$ cat src/rtl/instr_fetch_pkg.sv
// ============================================================================
// Module      : instr_fetch_pkg
// Description : Shared CPU definitions: fetch-FSM state encodings, bus widths.
// Revision    : 1.0 - initial release
// ============================================================================
`default_nettype none

package instr_fetch_pkg;

    localparam int C_ADDR_W  = 8;
    localparam int C_INSTR_W = 12;
    localparam int C_STATE_W = 2;

    localparam logic [C_STATE_W-1:0] C_ST_IDLE = 2'd0;
    localparam logic [C_STATE_W-1:0] C_ST_REQ  = 2'd1;
    localparam logic [C_STATE_W-1:0] C_ST_HOLD = 2'd2;

endpackage

`default_nettype wire

$ cat src/rtl/instr_fetch_pc_counter.sv
// ============================================================================
// Module      : pc_counter
// Description : Fetch program counter with synchronous clear, load, increment.
// Revision    : 1.0 - initial release
// ============================================================================
`default_nettype none

module pc_counter #(
    parameter int WIDTH = 8
) (
    input  logic             clk,
    input  logic             rst,
    input  logic             i_load,
    input  logic             i_inc,
    input  logic [WIDTH-1:0] i_load_val,
    output logic [WIDTH-1:0] o_count
);

    logic [WIDTH-1:0] r_count;

    // Load beats increment; increment wraps naturally from all-ones to zero.
    always_ff @(posedge clk) begin
        if (rst) begin
            r_count <= '0;
        end else if (i_load) begin
            r_count <= i_load_val;
        end else if (i_inc) begin
            r_count <= r_count + WIDTH'(1);
        end
    end

    assign o_count = r_count;

endmodule

`default_nettype wire

$ cat src/rtl/instr_fetch.sv
// ============================================================================
// Module      : instr_fetch
// Description : Instruction fetch unit: IDLE/REQ/HOLD FSM with jump flush.
// Revision    : 1.0 - initial release
// ============================================================================
`default_nettype none

module instr_fetch
    import instr_fetch_pkg::*;
#(
    parameter int ADDR_W  = C_ADDR_W,
    parameter int INSTR_W = C_INSTR_W
) (
    input  logic               clk,
    input  logic               rst,
    input  logic               run,
    input  logic               jump_en,
    input  logic [ADDR_W-1:0]  jump_addr,
    output logic [ADDR_W-1:0]  mem_addr,
    output logic               mem_rd,
    input  logic [INSTR_W-1:0] mem_rdata,
    input  logic               mem_ack,
    output logic [INSTR_W-1:0] ir,
    output logic               ir_valid,
    input  logic               ir_ready,
    output logic [ADDR_W-1:0]  pc
);

    logic [C_STATE_W-1:0] r_state;
    logic [C_STATE_W-1:0] w_state_nxt;
    logic [INSTR_W-1:0]   r_ir;
    logic [ADDR_W-1:0]    r_pc;
    logic [ADDR_W-1:0]    w_fetch_pc;
    logic                 r_flush;
    logic                 w_flush_nxt;
    logic                 w_pc_load;
    logic                 w_pc_inc;
    logic                 w_latch;

    pc_counter #(
        .WIDTH (ADDR_W)
    ) u_pc_counter (
        .clk        (clk),
        .rst        (rst),
        .i_load     (w_pc_load),
        .i_inc      (w_pc_inc),
        .i_load_val (jump_addr),
        .o_count    (w_fetch_pc)
    );

    always_ff @(posedge clk) begin
        if (rst) begin
            r_state <= C_ST_IDLE;
            r_flush <= 1'b0;
            r_ir    <= '0;
            r_pc    <= '0;
        end else begin
            r_state <= w_state_nxt;
            r_flush <= w_flush_nxt;
            if (w_latch) begin
                r_ir <= mem_rdata;
                r_pc <= w_fetch_pc;
            end
        end
    end

    // A jump during REQ discards exactly one ack: the one in the same cycle,
    // or else the next one (flush). Further jumps only retarget the PC.
    always_comb begin
        w_state_nxt = r_state;
        w_flush_nxt = r_flush;
        w_pc_load   = jump_en;
        w_pc_inc    = 1'b0;
        w_latch     = 1'b0;
        case (r_state)
            C_ST_IDLE: begin
                if (!jump_en && run) begin
                    w_state_nxt = C_ST_REQ;
                end
            end
            C_ST_REQ: begin
                if (jump_en) begin
                    w_flush_nxt = !mem_ack;
                end else if (mem_ack) begin
                    if (r_flush) begin
                        w_flush_nxt = 1'b0;
                    end else begin
                        w_latch     = 1'b1;
                        w_state_nxt = C_ST_HOLD;
                    end
                end
            end
            C_ST_HOLD: begin
                if (jump_en) begin
                    w_state_nxt = run ? C_ST_REQ : C_ST_IDLE;
                end else if (ir_ready) begin
                    w_pc_inc    = 1'b1;
                    w_state_nxt = run ? C_ST_REQ : C_ST_IDLE;
                end
            end
            default: begin
                w_state_nxt = C_ST_IDLE;
                w_flush_nxt = 1'b0;
                w_pc_load   = 1'b0;
            end
        endcase
    end

    always_comb begin
        mem_rd   = (r_state == C_ST_REQ);
        ir_valid = (r_state == C_ST_HOLD);
        mem_addr = w_fetch_pc;
        ir       = r_ir;
        pc       = r_pc;
    end

endmodule

`default_nettype wire
$ cat config.mk
export PLATFORM = sky130hd
export DESIGN_NAME = instr_fetch
export DESIGN_NICKNAME = d
export VERILOG_FILES = /design/src/rtl/instr_fetch_pkg.sv /design/src/rtl/instr_fetch_pc_counter.sv /design/src/rtl/instr_fetch.sv
export SDC_FILE = /design/constraint.sdc
export NUM_CORES = 1
export LEC_CHECK = 0
export BUFFER_PORTS_ARGS = -buffer_cell sky130_fd_sc_hd__buf_2
export CAP_MARGIN = 20
export CORE_UTILIZATION = 41
export CTS_BUF_LIST = sky130_fd_sc_hd__clkbuf_8 sky130_fd_sc_hd__clkbuf_16
export DETAILED_ROUTE_END_ITERATION = 16
export PLACE_DENSITY = 0.74
export RECOVER_POWER = 100
export SLEW_MARGIN = 20
export SYNTH_ARGS = -nofsm -noshare
export SYNTH_HDL_FRONTEND = slang
export SYNTH_SLANG_ARGS = --single-unit
$ cat constraint.sdc
create_clock -name clk -period 1.3 [get_ports clk]
set_input_delay 0.195 -clock clk [delete_from_list [all_inputs] [get_ports clk]]
set_output_delay 0.195 -clock clk [all_outputs]
set_load 0.01 [all_outputs]
==> results_tabular.tex, run 1 <==
\begin{tabular}{lr}
\hline
Metric & Value \\
\hline
\multicolumn{2}{l}{\textbf{Outcome}} \\
Run status & complete, but fails checks \\
Violated checks & design-rule violations \\
\multicolumn{2}{l}{\textbf{STA}} \\
Final count of negative-setup-slack endpoints & 0 \\
Tightest Pin Transition & approximately 280 ps \\
Pins Over Slew Limit & 0 \\
Final worst-path cycle share & 0.9705 \\
Min Tclk post-route & 1262 ps \\
Setup repair after global routing missed its margin & yes \\
Final clock skew & 3.265 ps \\
Final TNS setup & 0 ps \\
Worst relative slew slack & 0.8116 \\
Final-report hold violation count & 0 \\
Max Clock Freq & approximately 0.8 GHz \\
\multicolumn{2}{l}{\textbf{Worst setup path}} \\
Cell class contributing the biggest share of worst-path delay & simple AND/OR/NAND/NOR gates \\
Worst path required time & between 1000 and 1500 ps \\
Critical path launch point type & flip-flop \\
Setup crit start & r\_state[0] \\
Slowest CP cell & sky130\_fd\_sc\_hd\_\_and4bb\_4 \\
Startpoint-to-endpoint class of the critical path & flip-flop to flip-flop \\
Delay of the slowest cell on the worst path & about 350 ps \\
Total buffers and inverters traversed by the critical path & 0 \\
CP Data Arrival Time & between 1000 and 1500 ps \\
Critical Path Fanout Max & 7 \\
Type of destination of the critical path & flip-flop \\
Critical R2R Launch & r\_state[0] \\
List of cells traversed by the critical path & and4bb\_4 -> nand4\_1 -> xor2\_1 -> a211oi\_1 \\
\multicolumn{2}{l}{\textbf{Job}} \\
Maxcap violations & 0 \\
\multicolumn{2}{l}{\textbf{Clocking}} \\
Max clock buf depth & 2 \\
Sinks on Clock Net & 31 \\
TritonCTS clock tree & built \\
Clk\_lat worst skew & between 200 and 300 ps \\
Number of buffers inserted by post-CTS setup repair & 0 \\
H-tree depth reported by CTS & 2 \\
Inserted Clock Buffers & 5 \\
Clock edge transition at the registers on the reported setup and hold paths & approximately 60 ps \\
Root buf cell & sky130\_fd\_sc\_hd\_\_clkbuf\_8 \\
\multicolumn{2}{l}{\textbf{Routing}} \\
WL per Instance & between 10 and 15 um \\
Detailed Route Iter0 Violations & between 60 and 70 \\
Number of remaining DRC errors & 5 \\
Post-detailed-route count of antenna-violating nets & 0 \\
Post-detailed-routing wire length & roughly 2900 um \\
Via count & roughly 1200 \\
Number of optimization iterations in the first detailed-route pass & 10 \\
Vias per cell & just under 5 \\
\multicolumn{2}{l}{\textbf{Logic synthesis}} \\
Post-Synthesis Cell Area & approximately 0.0013 mm2 \\
Largest family of logic cells by synthesized area & simple AND/OR/NAND/NOR gates \\
Total of flip-flops plus latches after synthesis & 31 \\
Number of distinct standard cells referenced by the synthesized netlist & 25 \\
Most area-hungry cell type in the Yosys netlist & sky130\_fd\_sc\_hd\_\_dfxtp\_1 \\
Share of the synthesized area in compound gates (AO/OA/AOI/OAI) & 0.1497 \\
Xor and xnor area share after synthesis & 0.04856 \\
Simple-gate area share of the yosys netlist & 0.2468 \\
Leading cell types by total area after synthesis & sky130\_fd\_sc\_hd\_\_dfxtp\_1 49\%, sky130\_fd\_sc\_hd\_\_nand2\_1 13\%, sky130\_fd\_sc\_hd\_\_a21oi\_1 8.3\%, sky130\_fd\_sc\_hd\_\_a211oi\_1 4.8\%, sky130\_fd\_sc\_hd\_\_xor2\_1 4.2\% \\
Count of mapped cells out of synthesis & about 150 \\
Post-Synthesis Net Count & about 180 \\
Number of synthesized flops with an enable pin & 0 \\
Most frequently used flop master after synthesis & sky130\_fd\_sc\_hd\_\_dfxtp\_1 \\
Adder-Cell Fraction of Synth Area & 0.009911 \\
Share of flip-flops with an asynchronous set or reset after synthesis & 0 \\
Count of synthesis-stage warnings from yosys & 0 \\
Mean instance size in the synthesized netlist & a little over 8 um2 \\
Sequential-to-total area share from yosys stat & 0.4916 \\
Yosys top cell area share & 0.4916 \\
Multiplexer area fraction after synthesis & 0.01586 \\
\multicolumn{2}{l}{\textbf{Power}} \\
Worst IR Drop VDD & between 0.0007 and 0.0008 V \\
Static power due to leakage & between 0.0008 and 0.0009 uW \\
Power per Cell Area & 1114 mW/mm2 \\
\multicolumn{2}{l}{\textbf{Global routing}} \\
Vias in the first global route & $\sim$1100 \\
Global-route wire length before repair & 4636 um \\
GRT Overall Usage & 0.1868 \\
Overflow left after global routing & 0 \\
Pin count of the biggest net entering global routing & 32 \\
Number of antenna violations at the first check in global routing & 0 \\
\multicolumn{2}{l}{\textbf{Die}} \\
Number of placement rows & 19 \\
Die Area & about 0.0033 mm2 \\
Initial core utilization & 0.4463 \\
Width of the die & 57.49 um \\
Area of the core region & roughly 0.0028 mm2 \\
Boundary Pins & 56 \\
Die Height & 57.49 um \\
\multicolumn{2}{l}{\textbf{Placement}} \\
Global placer's final weighted congestion & between 0.8 and 0.9 \\
IO Port Bufs & 55 \\
Placed cell count & around 250 \\
Placed wire-length estimate after detailed placement & approximately 2000 um \\
\multicolumn{2}{l}{\textbf{Layout}} \\
Ratio of cells with drive above 1 in the final layout & 0.3756 \\
Area Growth Syn to Fin & 41.33\% \\
Final \#Nets & 248 \\
Final Non-Filler Cells & 252 \\
Number of antenna repair diodes & 0 \\
Filler cells & about 260 \\
\multicolumn{2}{l}{\textbf{Worst hold path}} \\
Startpoint of the lowest-slack hold path & mem\_rdata[11] \\
Min-delay worst type & input port to flip-flop \\
\hline
\end{tabular}
[placed cells by master, fill, tap and decap left out, drive strengths merged, types with 2 or more instances in the layout]
cell,synthesis,final
nor3,2,2
dfxtp,31,31
clkbuf,6,6
nand2,44,44
nor2,11,11
nand3,3,3
mux2i,2,2
nor2b,2,2
buf,3,69
nor3b,2,2
a21oi,21,21
xor2,6,6
a211oi,8,8
nand4,2,2
and2,2,2
[worst paths after layout]
kind	cells past startpoint	slack, ps	endpoint
hold / removal	3	150	ir[11]
setup / recovery	4	40	u_pc_counter.o_count[7]
hold reg to reg	2	450	ir[2]
setup reg to reg	4	40	u_pc_counter.o_count[7]
[final cells by class]
class	instances	area [um2]	area share
multi-input combinational	113	613.1	0.3436
sequential	31	623.1	0.3492
inverter	1	3.754	0.002104
clock buffer	6	82.58	0.04628
tap	31	38.79	0.02174
clock inverter	1	5.005	0.002805
timing repair buffer	69	417.9	0.2342
[metal layers]
layer	wire length [um]	vias to the layer above	part of all wire	track usage
met2	1288	49	0.45	0.2957
met5	0	-	0	0
li1	-	653	-	-
met1	1277	542	0.45	0.2266
met4	53	0	0.019	0.09408
met3	233	5	0.082	0.06122
[flip-flops by register name (all words and copies together) (netlist names)]
name                  count
u_pc_counter.o_count      8
r_flush                   1
pc                        8
r_state                   2
ir                       12
[cell usage after synthesis, types with 2 or more instances]
cell type / number
sky130_fd_sc_hd__buf_2: 2
sky130_fd_sc_hd__and2_1: 2
sky130_fd_sc_hd__nand4_1: 2
sky130_fd_sc_hd__dfxtp_1: 31
sky130_fd_sc_hd__xor2_1: 6
sky130_fd_sc_hd__nor3b_1: 2
sky130_fd_sc_hd__nand2_1: 44
sky130_fd_sc_hd__nand3_1: 3
sky130_fd_sc_hd__mux2i_1: 2
sky130_fd_sc_hd__clkbuf_1: 6
sky130_fd_sc_hd__nor2_1: 11
sky130_fd_sc_hd__a21oi_1: 21
sky130_fd_sc_hd__a211oi_1: 8
sky130_fd_sc_hd__nor3_1: 2
sky130_fd_sc_hd__nor2b_1: 2
[per-stage QoR]
stage               setup slack, ps  area, um2    util  power, uW  hold slack (ps)
floorplan                     3.688       1262       -       1130            271.8
global placement              27.69       1675  0.5922       1259            439.0
detailed placement           -20.97       1675  0.5922       1260            443.2
CTS                           1.007       1764  0.6236       2009            146.9
global route                 -20.97       1784  0.6307       2084            152.0
finish                        38.36       1784  0.6307       1988            152.7
[tightest hold or removal path, delay by kind of cell]
family                 cells  cell delay (ps)
AO/OA/AOI/OAI              1               50
buffers and inverters      1               90
AND/OR/NAND/NOR            1               40
[repair_timing]
| action | 4_1_cts | 5_1_grt |
|---|---|---|
| hold buffers | 0 | 0 |
| gates resized for setup | 1 | 6 |
| pin swaps | 1 | 2 |
| endpoints found under the setup margin | 2 | 27 |
| endpoints found under the hold margin | 0 | 0 |
[kinds of logic after synthesis]
group                    Yosys count
adder cells (fa/ha/maj)            1
buffers and inverters             10
multiplexers                       2
AND/OR/NAND/NOR                   71
AO/OA/AOI/OAI                     32
flip-flops                        31
XOR/XNOR                           7
[power breakdown]
group / switching, uW / internal, uW / leakage, uW
logic: 114 / 122 / 0.000502
registers: 25.5 / 983 / 0.000253
clock network: 330 / 414 / 0.0000470
(Power assumes the default switching activity.)
==> inputs of run 2 (changes only) <==
- GPL_TIMING_DRIVEN: unset -> 0
- clock period: 1.3 -> 1.1 ns (I/O delays scaled with it)
==> run 2 against run 1 <==
The flow finishes with violations (design-rule violations, negative setup slack). Non-clock buffer count increased by 5. Global-route usage is 3.4 points higher. Sequential share of layout area fell by 1.8 points. Setup slack worse by 250 ps. Routed wire length rose by 21%. Combinational power rose by 28%. Sequential power up 19%. Final cell count grew 2.4%. Critical path type unchanged.
==> results_tabular.tex, run 2 (same netlist as run 1, synthesis figures left out) <==
\begin{tabular}{lr}
\hline
Metric & Value \\
\hline
\multicolumn{2}{l}{\textbf{Routing}} \\
Post-detailed-route count of antenna-violating nets & 0 \\
Detailed Route Iter0 Violations & between 40 and 50 \\
Number of optimization iterations in the first detailed-route pass & 10 \\
Vias per cell & around 5.2 \\
Number of remaining DRC errors & 5 \\
Post-detailed-routing wire length & between 3000 and 4000 um \\
Via count & around 1300 \\
WL per Instance & between 10 and 15 um \\
\multicolumn{2}{l}{\textbf{Placement}} \\
IO Port Bufs & 55 \\
Placed wire-length estimate after detailed placement & between 2000 and 2500 um \\
Setup slack after placement & -320.4 ps \\
DP Area & around 0.0016 mm2 \\
Global placer's final weighted congestion & about 0.77 \\
\multicolumn{2}{l}{\textbf{Layout}} \\
Area Growth Syn to Fin & 50.74\% \\
Number of antenna repair diodes & 0 \\
Leading cell types in the layout, fill and taps excluded & 54 x sky130\_fd\_sc\_hd\_\_buf\_2, 39 x sky130\_fd\_sc\_hd\_\_nand2\_1, 27 x sky130\_fd\_sc\_hd\_\_dfxtp\_1 \\
Ratio of cells with drive above 1 in the final layout & 0.4361 \\
Most common cell after layout, fill and taps aside & sky130\_fd\_sc\_hd\_\_buf\_2 \\
Area taken by flip-flops and latches & 630.6 um2 \\
Final \#Nets & $\sim$250 \\
Post-route design area & 0.001903 mm2 \\
Number of flip-flops under the largest register name & 12 \\
Area of the multi-input gates & just under 700 um2 \\
Filler cells & 237 \\
\multicolumn{2}{l}{\textbf{STA}} \\
Worst relative slew slack & 0.6346 \\
Pins Over Slew Limit & 0 \\
Min Tclk post-route & 1316 ps \\
Max Clock Freq & 0.7596 GHz \\
Tightest Pin Transition & 548.1 ps \\
Worst path setup slack after routing & -216.4 ps \\
Final count of negative-setup-slack endpoints & 32 \\
Final worst-path cycle share & 1.197 \\
Setup repair after global routing missed its margin & yes \\
Final clock skew & 5.337 ps \\
Final-report hold violation count & 0 \\
\multicolumn{2}{l}{\textbf{Clocking}} \\
H-tree depth reported by CTS & 2 \\
Clock edge transition at the registers on the reported setup and hold paths & roughly 60 ps \\
Inserted Clock Buffers & 5 \\
TritonCTS clock tree & built \\
Clk\_lat worst skew & between 200 and 300 ps \\
Max clock buf depth & 2 \\
Sinks on Clock Net & 31 \\
Root buf cell & sky130\_fd\_sc\_hd\_\_clkbuf\_8 \\
\multicolumn{2}{l}{\textbf{Worst setup path}} \\
Flop2flop setup slack & -220 ps \\
Critical Path Fanout Max & 7 \\
Startpoint-to-endpoint class of the critical path & flip-flop to flip-flop \\
Worst path required time & around 1300 ps \\
Critical path launch point type & flip-flop \\
Type of destination of the critical path & flip-flop \\
CP Data Arrival Time & 1510 ps \\
\multicolumn{2}{l}{\textbf{Power}} \\
Static power due to leakage & $\sim$0.00085 uW \\
Power per Cell Area & 1224 mW/mm2 \\
Worst IR Drop VDD & $\sim$0.00084 V \\
\multicolumn{2}{l}{\textbf{Die}} \\
Width of the die & between 50 and 60 um \\
Number of placement rows & 19 \\
Area of the core region & 0.002829 mm2 \\
Boundary Pins & 56 \\
Die Height & 57.49 um \\
Initial core utilization & 0.4463 \\
Die Area & between 0.003 and 0.004 mm2 \\
\multicolumn{2}{l}{\textbf{Global routing}} \\
Pin count of the biggest net entering global routing & 11 \\
Vias in the first global route & roughly 1200 \\
Number of antenna violations at the first check in global routing & 0 \\
Overflow left after global routing & 0 \\
GRT Overall Usage & 0.2212 \\
Global-route wire length before repair & approximately 5500 um \\
\multicolumn{2}{l}{\textbf{Outcome}} \\
Run status & complete, but fails checks \\
Violated checks & design-rule violations, negative setup slack \\
\multicolumn{2}{l}{\textbf{Job}} \\
Maxcap violations & 0 \\
\multicolumn{2}{l}{\textbf{Worst hold path}} \\
Min-delay worst type & input port to flip-flop \\
\hline
\end{tabular}
run 2: cell types whose count changed in the layout (fill, tap and decap cells not counted), sizes merged:
cell	before	now
clkbuf	6	10
inv	1	3
run 2: path summary, 6_finish.rpt:
path,from,endpoint,depth (start not counted)
hold / removal,rst,r_flush,2
hold reg to reg,ir[10],ir[10],2
setup reg to reg,r_state[0],u_pc_counter.o_count[7],4
setup / recovery,r_state[0],u_pc_counter.o_count[7],4
run 2: area by class of cell:
type / count / area share
plain buffers: 8 / 0.03748
clock buffers: 5 / 0.03616
clock inverters: 3 / 0.006575
inverters: 1 / 0.001972
multi-input cells: 113 / 0.3557
flip-flops and latches: 31 / 0.3314
well taps: 31 / 0.02038
repair buffers: 66 / 0.2104
run 2: per-stage QoR:
| step | hold WS, ps | setup TNS [ps] | utilization | cells | total power, uW |
|---|---|---|---|---|---|
| 2_1_floorplan | 241.8 | -1678 | - | 154 | 1338 |
| 3_3_place_gp | 375.2 | -5562 | 0.5590 | 240 | 1445 |
| 3_5_place_dp | 381.9 | -6846 | 0.5590 | 240 | 1450 |
| 4_1_cts | 72.09 | -2913 | 0.6422 | 256 | 2305 |
| 5_1_grt | 70.33 | -5858 | 0.6727 | 258 | 2433 |
| 6_report | 69.70 | -3936 | 0.6727 | 258 | 2329 |
run 2: repair_timing:
item / CTS / global route
hold buffers: 0 / 0
gates cloned: 2 / 1
buffers inserted: 6 / 2
endpoints found under the setup margin: 31 / 33
resized for setup: 30 / 17
pin swaps: 8 / 4
run 2: worst max-delay path, stage by stage, from the launching register on:
cell and delay [ps]:
sky130_fd_sc_hd__dfxtp_4 360, sky130_fd_sc_hd__and4bb_4 380, sky130_fd_sc_hd__nand4_1 120, sky130_fd_sc_hd__xor2_1 180
sky130_fd_sc_hd__a211oi_2 200
run 2: where the power goes:
| group | total, uW | internal, uW | switching, uW |
|---|---|---|---|
| Sequential | 1200 | 1160 | 42.3 |
| Clock | 826 | 424 | 402 |
| Combinational | 301 | 152 | 149 |
| Total | 2330 | 1740 | 593 |
run 2: routing by layer:
metal | vias up | share of wire | GRT usage
li1 | 659 | - | -
met1 | 606 | 0.43 | 0.2539
met2 | 53 | 0.48 | 0.3754
met3 | 13 | 0.067 | 0.06576
met4 | 0 | 0.026 | 0.1045
met5 | - | 0 | 0
